===== config.mk =====
export PLATFORM = sky130hd
export DESIGN_NAME = vis_centroid_overlay
export DESIGN_NICKNAME = d
export VERILOG_FILES = /design/src/rtl/vis_centroid_overlay_pkg.sv /design/src/rtl/vis_centroid_overlay_seq_divider.sv /design/src/rtl/vis_centroid_overlay.sv
export SDC_FILE = /design/constraint.sdc
export NUM_CORES = 1
export LEC_CHECK = 0
export ABC_AREA = 1
export CORE_ASPECT_RATIO = 0.6
export CORE_MARGIN = 2
export CORE_UTILIZATION = 30
export DETAILED_ROUTE_END_ITERATION = 12
export PLACE_DENSITY_LB_ADDON = 0.3
export SLEW_MARGIN = 20
export SYNTH_ARGS = -nofsm -noshare
export SYNTH_HDL_FRONTEND = slang
export SYNTH_SLANG_ARGS = --single-unit

===== constraint.sdc =====
create_clock -name clk -period 6.08 [get_ports clk]
set_input_delay 1.216 -clock clk [delete_from_list [all_inputs] [get_ports clk]]
set_output_delay 1.216 -clock clk [all_outputs]
set_load 0.005 [all_outputs]

===== src/rtl/vis_centroid_overlay_pkg.sv =====
// Shared types and width helpers for the centroid overlay block and its divider.
package vis_pkg;

  localparam int QW = 11;

  typedef enum logic [1:0] {
    MODE_PASS  = 2'b00,
    MODE_CROSS = 2'b01,
    MODE_SHORT = 2'b10,
    MODE_DOT   = 2'b11
  } mode_e;

  typedef enum logic [1:0] {
    IDLE  = 2'b00,
    CHECK = 2'b01,
    DIV   = 2'b10,
    DONE  = 2'b11
  } state_e;

  function automatic int clog2(input longint v);
    int r;
    r = 0;
    while ((longint'(1) << r) < v) r = r + 1;
    return r;
  endfunction

  // Area counter must hold IMG_W*IMG_H; moment sums add an 11-bit coordinate on top.
  function automatic int acc_w0(input int w, input int h);
    return clog2(longint'(w) * longint'(h) + 1);
  endfunction

  function automatic int acc_w1(input int w, input int h);
    return acc_w0(w, h) + QW;
  endfunction

  function automatic logic [QW-1:0] abs_diff(input logic [QW-1:0] a, input logic [QW-1:0] b);
    return (a > b) ? a - b : b - a;
  endfunction

endpackage


===== src/rtl/vis_centroid_overlay_seq_divider.sv =====
// Restoring divider producing an 11-bit quotient, one bit per clock, MSB first.
module seq_divider
  import vis_pkg::*;
#(
  parameter int DW = 24,
  parameter int VW = 13
) (
  input  logic          clk,
  input  logic          rst_n,
  input  logic          start,
  input  logic [DW-1:0] dividend,
  input  logic [VW-1:0] divisor,
  output logic          busy,
  output logic          done,
  output logic [QW-1:0] quotient
);

  localparam int RW = (DW > VW + QW) ? DW : VW + QW;

  logic [RW-1:0] rem_q;
  logic [RW-1:0] dsh_q;
  logic [3:0]    cnt_q;

  // NOTE: state registers use non-blocking assignments so every flop samples pre-edge values.
  always_ff @(posedge clk) begin
    if (!rst_n) begin
      rem_q    <= '0;
      dsh_q    <= '0;
      cnt_q    <= '0;
      busy     <= 1'b0;
      done     <= 1'b0;
      quotient <= '0;
    end else begin
      done <= 1'b0;
      if (start) begin
        rem_q    <= RW'(dividend);
        dsh_q    <= RW'(divisor) << (QW - 1);
        cnt_q    <= 4'(QW - 1);
        quotient <= '0;
        busy     <= 1'b1;
      end else if (busy) begin
        // Quotient is known to fit 11 bits, so the divisor starts pre-shifted by 10.
        if (rem_q >= dsh_q) begin
          rem_q    <= rem_q - dsh_q;
          quotient <= {quotient[QW-2:0], 1'b1};
        end else begin
          quotient <= {quotient[QW-2:0], 1'b0};
        end
        dsh_q <= dsh_q >> 1;
        if (cnt_q == 4'd0) begin
          busy <= 1'b0;
          done <= 1'b1;
        end else begin
          cnt_q <= cnt_q - 4'd1;
        end
      end
    end
  end

endmodule


===== src/rtl/vis_centroid_overlay.sv =====
// Accumulates foreground moments per frame, divides for the centroid during vblank,
// and overlays a marker at the previous frame's centroid on the live pixel stream.
module vis_centroid_overlay
  import vis_pkg::*;
#(
  parameter int          IMG_W      = 64,
  parameter int          IMG_H      = 64,
  parameter logic [23:0] MARK_COLOR = 24'hFF0000,
  parameter int          THICK      = 0,
  parameter int          ARM        = 8,
  parameter int          MIN_AREA   = 1
) (
  input  logic        clk,
  input  logic        rst_n,
  input  logic        de,
  input  logic        hsync,
  input  logic        vsync,
  input  logic [23:0] pixel_in,
  input  logic [1:0]  mode,
  output logic        de_out,
  output logic        hsync_out,
  output logic        vsync_out,
  output logic [23:0] pixel_out,
  output logic [10:0] x_c,
  output logic [10:0] y_c,
  output logic        valid
);

  localparam int AW0 = acc_w0(IMG_W, IMG_H);
  localparam int AW1 = acc_w1(IMG_W, IMG_H);
  localparam logic [QW-1:0]  LAST_X  = QW'(IMG_W - 1);
  localparam logic [QW-1:0]  THICK_L = QW'(THICK);
  localparam logic [QW-1:0]  ARM_L   = QW'(ARM);
  localparam logic [AW0-1:0] MIN_L   = AW0'(MIN_AREA);

  logic           vsync_d, vs_rise;
  logic [QW-1:0]  x_pos, y_pos;
  logic [AW0-1:0] m00, m00_s;
  logic [AW1-1:0] m10, m01, m10_s, m01_s;
  mode_e          mode_q;
  state_e         state, state_n;
  logic           div_start, res_load, res_clear;
  logic           x_busy, y_busy, x_done, y_done;
  logic [QW-1:0]  x_quo, y_quo, dx, dy;
  logic           mark;

  assign vs_rise = vsync & ~vsync_d;

  always_ff @(posedge clk) begin
    if (!rst_n) begin
      x_pos <= '0;
      y_pos <= '0;
    end else if (vsync) begin
      x_pos <= '0;
      y_pos <= '0;
    end else if (de) begin
      if (x_pos == LAST_X) begin
        x_pos <= '0;
        y_pos <= y_pos + 1'b1;
      end else begin
        x_pos <= x_pos + 1'b1;
      end
    end
  end

  // The last active pixel lands in m00 one edge before the rise, so the snapshot includes it.
  always_ff @(posedge clk) begin
    if (!rst_n) begin
      vsync_d <= 1'b0;
      mode_q  <= MODE_PASS;
      m00     <= '0;
      m10     <= '0;
      m01     <= '0;
      m00_s   <= '0;
      m10_s   <= '0;
      m01_s   <= '0;
    end else begin
      vsync_d <= vsync;
      if (vs_rise) begin
        m00_s  <= m00;
        m10_s  <= m10;
        m01_s  <= m01;
        m00    <= '0;
        m10    <= '0;
        m01    <= '0;
        mode_q <= mode_e'(mode);
      end else if (de && pixel_in[7]) begin
        m00 <= m00 + 1'b1;
        m10 <= m10 + AW1'(x_pos);
        m01 <= m01 + AW1'(y_pos);
      end
    end
  end

  always_ff @(posedge clk) begin
    if (!rst_n) state <= IDLE;
    else        state <= state_n;
  end

  // NOTE: every output of this block gets a default first, so no path leaves a latch behind.
  always_comb begin
    state_n   = state;
    div_start = 1'b0;
    res_load  = 1'b0;
    res_clear = 1'b0;
    unique case (state)
      IDLE: ;
      CHECK: begin
        if (m00_s == '0 || m00_s < MIN_L) begin
          res_clear = 1'b1;
          state_n   = IDLE;
        end else begin
          div_start = 1'b1;
          state_n   = DIV;
        end
      end
      DIV: begin
        if (x_done && y_done) begin
          res_load = 1'b1;
          state_n  = DONE;
        end else if (!x_busy && !y_busy) begin
          state_n = IDLE;
        end
      end
      DONE: state_n = IDLE;
      default: state_n = IDLE;
    endcase
    // A fresh frame end abandons whatever is in flight and restarts on the new snapshot.
    if (vs_rise) begin
      state_n   = CHECK;
      div_start = 1'b0;
      res_load  = 1'b0;
      res_clear = 1'b0;
    end
  end

  seq_divider #(.DW(AW1), .VW(AW0)) u_div_x (
    .clk      (clk),
    .rst_n    (rst_n),
    .start    (div_start),
    .dividend (m10_s),
    .divisor  (m00_s),
    .busy     (x_busy),
    .done     (x_done),
    .quotient (x_quo)
  );

  seq_divider #(.DW(AW1), .VW(AW0)) u_div_y (
    .clk      (clk),
    .rst_n    (rst_n),
    .start    (div_start),
    .dividend (m01_s),
    .divisor  (m00_s),
    .busy     (y_busy),
    .done     (y_done),
    .quotient (y_quo)
  );

  always_ff @(posedge clk) begin
    if (!rst_n) begin
      x_c   <= '0;
      y_c   <= '0;
      valid <= 1'b0;
    end else if (res_clear) begin
      valid <= 1'b0;
    end else if (res_load) begin
      x_c   <= x_quo;
      y_c   <= y_quo;
      valid <= 1'b1;
    end
  end

  assign dx = abs_diff(x_pos, x_c);
  assign dy = abs_diff(y_pos, y_c);

  always_comb begin
    mark = 1'b0;
    if (valid && de) begin
      unique case (mode_q)
        MODE_CROSS: mark = (dx <= THICK_L) || (dy <= THICK_L);
        MODE_SHORT: mark = ((dx <= THICK_L) && (dy <= ARM_L)) ||
                           ((dy <= THICK_L) && (dx <= ARM_L));
        MODE_DOT:   mark = (dx <= THICK_L) && (dy <= THICK_L);
        default:    mark = 1'b0;
      endcase
    end
  end

  always_ff @(posedge clk) begin
    if (!rst_n) begin
      de_out    <= 1'b0;
      hsync_out <= 1'b0;
      vsync_out <= 1'b0;
      pixel_out <= '0;
    end else begin
      de_out    <= de;
      hsync_out <= hsync;
      vsync_out <= vsync;
      pixel_out <= mark ? MARK_COLOR : pixel_in;
    end
  end

endmodule


==> results.yml <==
run_status:
  status: "finished clean"
global_route:
  grt_pass1_wl_mm: 83.6
  grt_usage_pct: 16.4
  antenna_found_initial: 0
  grt_max_degree: 96
  grt_pass1_vias: 14941
  grt.overflow.total: 0
logic_synthesis:
  synthTopCellsByArea: "dfxtp_1 36%, nand2_1 12%, ha_1 8.3%, a21oi_1 8.0%, inv_1 6.9%"
  synth_compound_area_share_pct: 18.4
  synthMostInstantiatedCell: "nand2_1"
  async_flop_share_pct: 0
  netlist_area_um2: 18200
  synthCells: 2639
  yosysTopAreaCellShare_pct: 35.8
  synthFlopType: "dfxtp_1"
  avgSynthCellArea_um2: 6.92
  synthMuxAreaShare_pct: 0
  yosys-top-cells-count: "567 x nand2_1, 334 x inv_1, 326 x dfxtp_1, 291 x a21oi_1, 255 x nor2_1"
  synth_edf_count: 0
  synthSimpleGateAreaFrac_pct: 24.5
  ys_seq_area_share_pct: 35.8
  yosys.area.top_type: "dfxtp_1"
  syn_nets: 2795
  ys_types: 49
  yosys.area_share.xor_xnor_pct: 3.41
  yosysWarnings: 0
  synthAdderAreaFrac_pct: 8.74
  synth_top_family_by_area: "simple AND/OR/NAND/NOR gates"
  ys_seq_elements: 326
pwr:
  pwr-share-seq_pct: 40.8
  leakage_nw: 9.05
  switching_power_mw: 1.68
  p_per_area_nw_per_um2: 264
  peakVddDrop_uv: 211
  p_int_mw: 3.88
  p_sw_share_pct: 30.2
  pwr-share-clk_pct: 40.4
  comb_power_share_pct: 18.8
finish:
  fin_nets: 2839
  antenna_cells: 0
  final_cells: 3525
  area_growth_pct: 15.2
  drive_above_1_share_pct: 4.87
  nFillCells: 6387
min_path:
  min_path_type: "flop to flop"
  hp-start: "m01_s[20]"
  hold_path_depth: 2
timing:
  final.setup.tns_ns: 0
  fmax_ghz: 0.286
  min_period_over_period_pct: 57.6
  worst_slew_margin_rel_pct: 29.2
  slew_viol_final: 0
  setup_viol: 0
  grt_setup_unrepaired: "false"
  min_period_ns: 3.50
  worst_pin_slew_ns: 1.06
  finalClockSkew_ns: 0.0209
  hold_viol_final: 0
floorplanning:
  io_pins: 81
  num_rows: 69
  die_h_um: 195
  initial_core_util_pct: 30.6
  die_width_um: 322
  fp.coreArea_um2: 59700
  fp.dieArea_um2: 62900
routing:
  m1WireLength_mm: 29.3
  route.met2.wl_mm: 18.4
  top_layer: "met4"
  vias_per_cell: 4.79
  drc: 0
  routed-wl-met3_mm: 4.12
  first_pass_iters: 6
  routed_wl_mm: 52.4
  vias: 16880
  ant_nets: 0
  routedWlPerCell_um: 14.9
  first_iter_violations: 1437
placed_design:
  gp_congestion: 0.896
  portBuffers: 80
  dp.final_hpwl_mm: 39.1
  dp_cells: 3461
worst_setup_path:
  ff2ff_setup_slack_ns: 2.58
  cp.required_ns: 6.50
  end_kind: "flop"
  start_kind: "flop"
  r2r-end: "pixel_out[2]"
  cp-endpoint: "pixel_out[2]"
  crit_arrival_ns: 3.92
  rr_startpoint: "x_c[10]"
  worst_r2r_path_depth: 20
  path_max_fanout: 16
  startpoint: "x_c[10]"
  crit_type: "flop to flop"
clocking:
  clock-root-buffer: "clkbuf_16"
  cts.htree.levels: 2
  clk_path_buf_depth: 3
  clk_pin_slew_worst_paths_ns: 0.06
  post_cts_resized: 0
  hold_buffers: 0
  tritoncts: "yes"
  cts_made_buffers: 36
  cts_sinks: 326
  insertion_delay_ns: 0.54
  postCtsSetupBuffers: 0
flow_run:
  max-cap-violations: 0
-- power by group through the flow --
stage | Clock (mW) | Combinational (mW) | Sequential [mW]
floorplan | 0 | 0.757 | 2.29
global placement | 0 | 1.03 | 2.31
detailed placement | 0 | 1.02 | 2.31
CTS | 2.30 | 1.03 | 2.27
global route | 2.39 | 1.18 | 2.27
finish | 2.25 | 1.04 | 2.27
-- cells by family (layout without fill, tap and decap cells) --
kind of cell / count (synthesis) / count (layout)
xor gates and xnor gates: 71 / 71
and+or+nand+nor: 1056 / 1056
adders and majority gates: 125 / 125
AOI/OAI and AO/OA: 627 / 627
buffers and inverters: 434 / 504
DFF: 326 / 326
-- layout make-up --
| class | instances | area, um2 | area share, % |
|---|---|---|---|
| Tap cell | 816 | 1020 | 4.86 |
| Inverter | 343 | 1290 | 6.13 |
| Timing Repair Buffer | 97 | 926 | 4.41 |
| Clock inverter | 17 | 191 | 0.911 |
| Sequential cell | 326 | 6530 | 31.1 |
| Clock buffer | 47 | 1000 | 4.77 |
| Multi-Input combinational cell | 1879 | 10100 | 47.9 |
-- worst max-delay path, cell delays in order, from the launching register on --
cell and delay (ns):
dfxtp_1 0.45, inv_1 0.10, ha_1 0.40, nand2_1 0.12
inv_2 0.04, a21oi_1 0.26, nand3_2 0.17, nand2_2 0.24
inv_1 0.19, nand2_1 0.10, o21ai_0 0.09, nor2_1 0.15
nand3_1 0.14, nand2_1 0.11, nand2_1 0.05, nand2_1 0.08
nand2_1 0.06, nand3_2 0.08, nand2_4 0.12, nand2_4 0.32
nor2_1 0.08
-- cell usage in the layout (no fill, tap or decap), drive strengths merged, types with 7 or more instances in the layout --
| master | Yosys | final |
|---|---|---|
| ha | 121 | 121 |
| o21bai | 7 | 7 |
| clkdlybuf4s50 | 0 | 79 |
| nand2 | 579 | 579 |
| nor4 | 13 | 13 |
| o21ai | 239 | 239 |
| clkbuf | 71 | 47 |
| nand4 | 31 | 31 |
| xnor2 | 22 | 22 |
| xor2 | 49 | 49 |
| o21a | 12 | 12 |
| buf | 20 | 18 |
| clkinv | 1 | 9 |
| nand3 | 110 | 110 |
| nor2 | 267 | 267 |
| a31oi | 25 | 25 |
| dfxtp | 326 | 326 |
| inv | 342 | 346 |
| a21oi | 291 | 291 |
| nor3 | 36 | 36 |
| or2 | 12 | 12 |
| a22oi | 22 | 22 |
-- per-layer routing --
metal,vias up,global-route usage [%]
met5,-,0
met4,0,2.34
met1,7669,28.0
met3,45,3.25
li1,8733,-
met2,433,20.1
-- worst min-delay path by stage --
stage,to
after detailed placement,m01_s[20]
final,m01_s[20]
after global routing,m01_s[20]
after floorplan,m01_s[20]
after global placement,m01_s[20]
after CTS,m01_s[20]
-- stage by stage --
stage / util, % / hold slack, ns / setup WS [ns] / area [um2] / power [mW]
floorplan: - / 0.424 / 3.33 / 18200 / 3.05
global placement: 33.2 / 0.446 / 2.19 / 19800 / 3.34
detailed placement: 33.2 / 0.449 / 2.09 / 19800 / 3.34
CTS: 35.2 / 0.464 / 2.61 / 21000 / 5.60
global route: 35.2 / 0.470 / 2.26 / 21000 / 5.85
finish: 35.2 / 0.458 / 2.58 / 21000 / 5.56
-- sequential cells by signal, indices dropped and copies added (netlist names), 13 cells and up --
| signal | count |
|---|---|
| u_div_x.rem_q | 24 |
| m00_s | 13 |
| u_div_x.dsh_q | 23 |
| u_div_y.dsh_q | 23 |
| pixel_out | 24 |
| m00 | 13 |
| m10 | 24 |
| u_div_y.rem_q | 24 |
| m01 | 24 |
| m10_s | 24 |
| m01_s | 24 |
No activity file was read; power rests on OpenSTA's default activity.
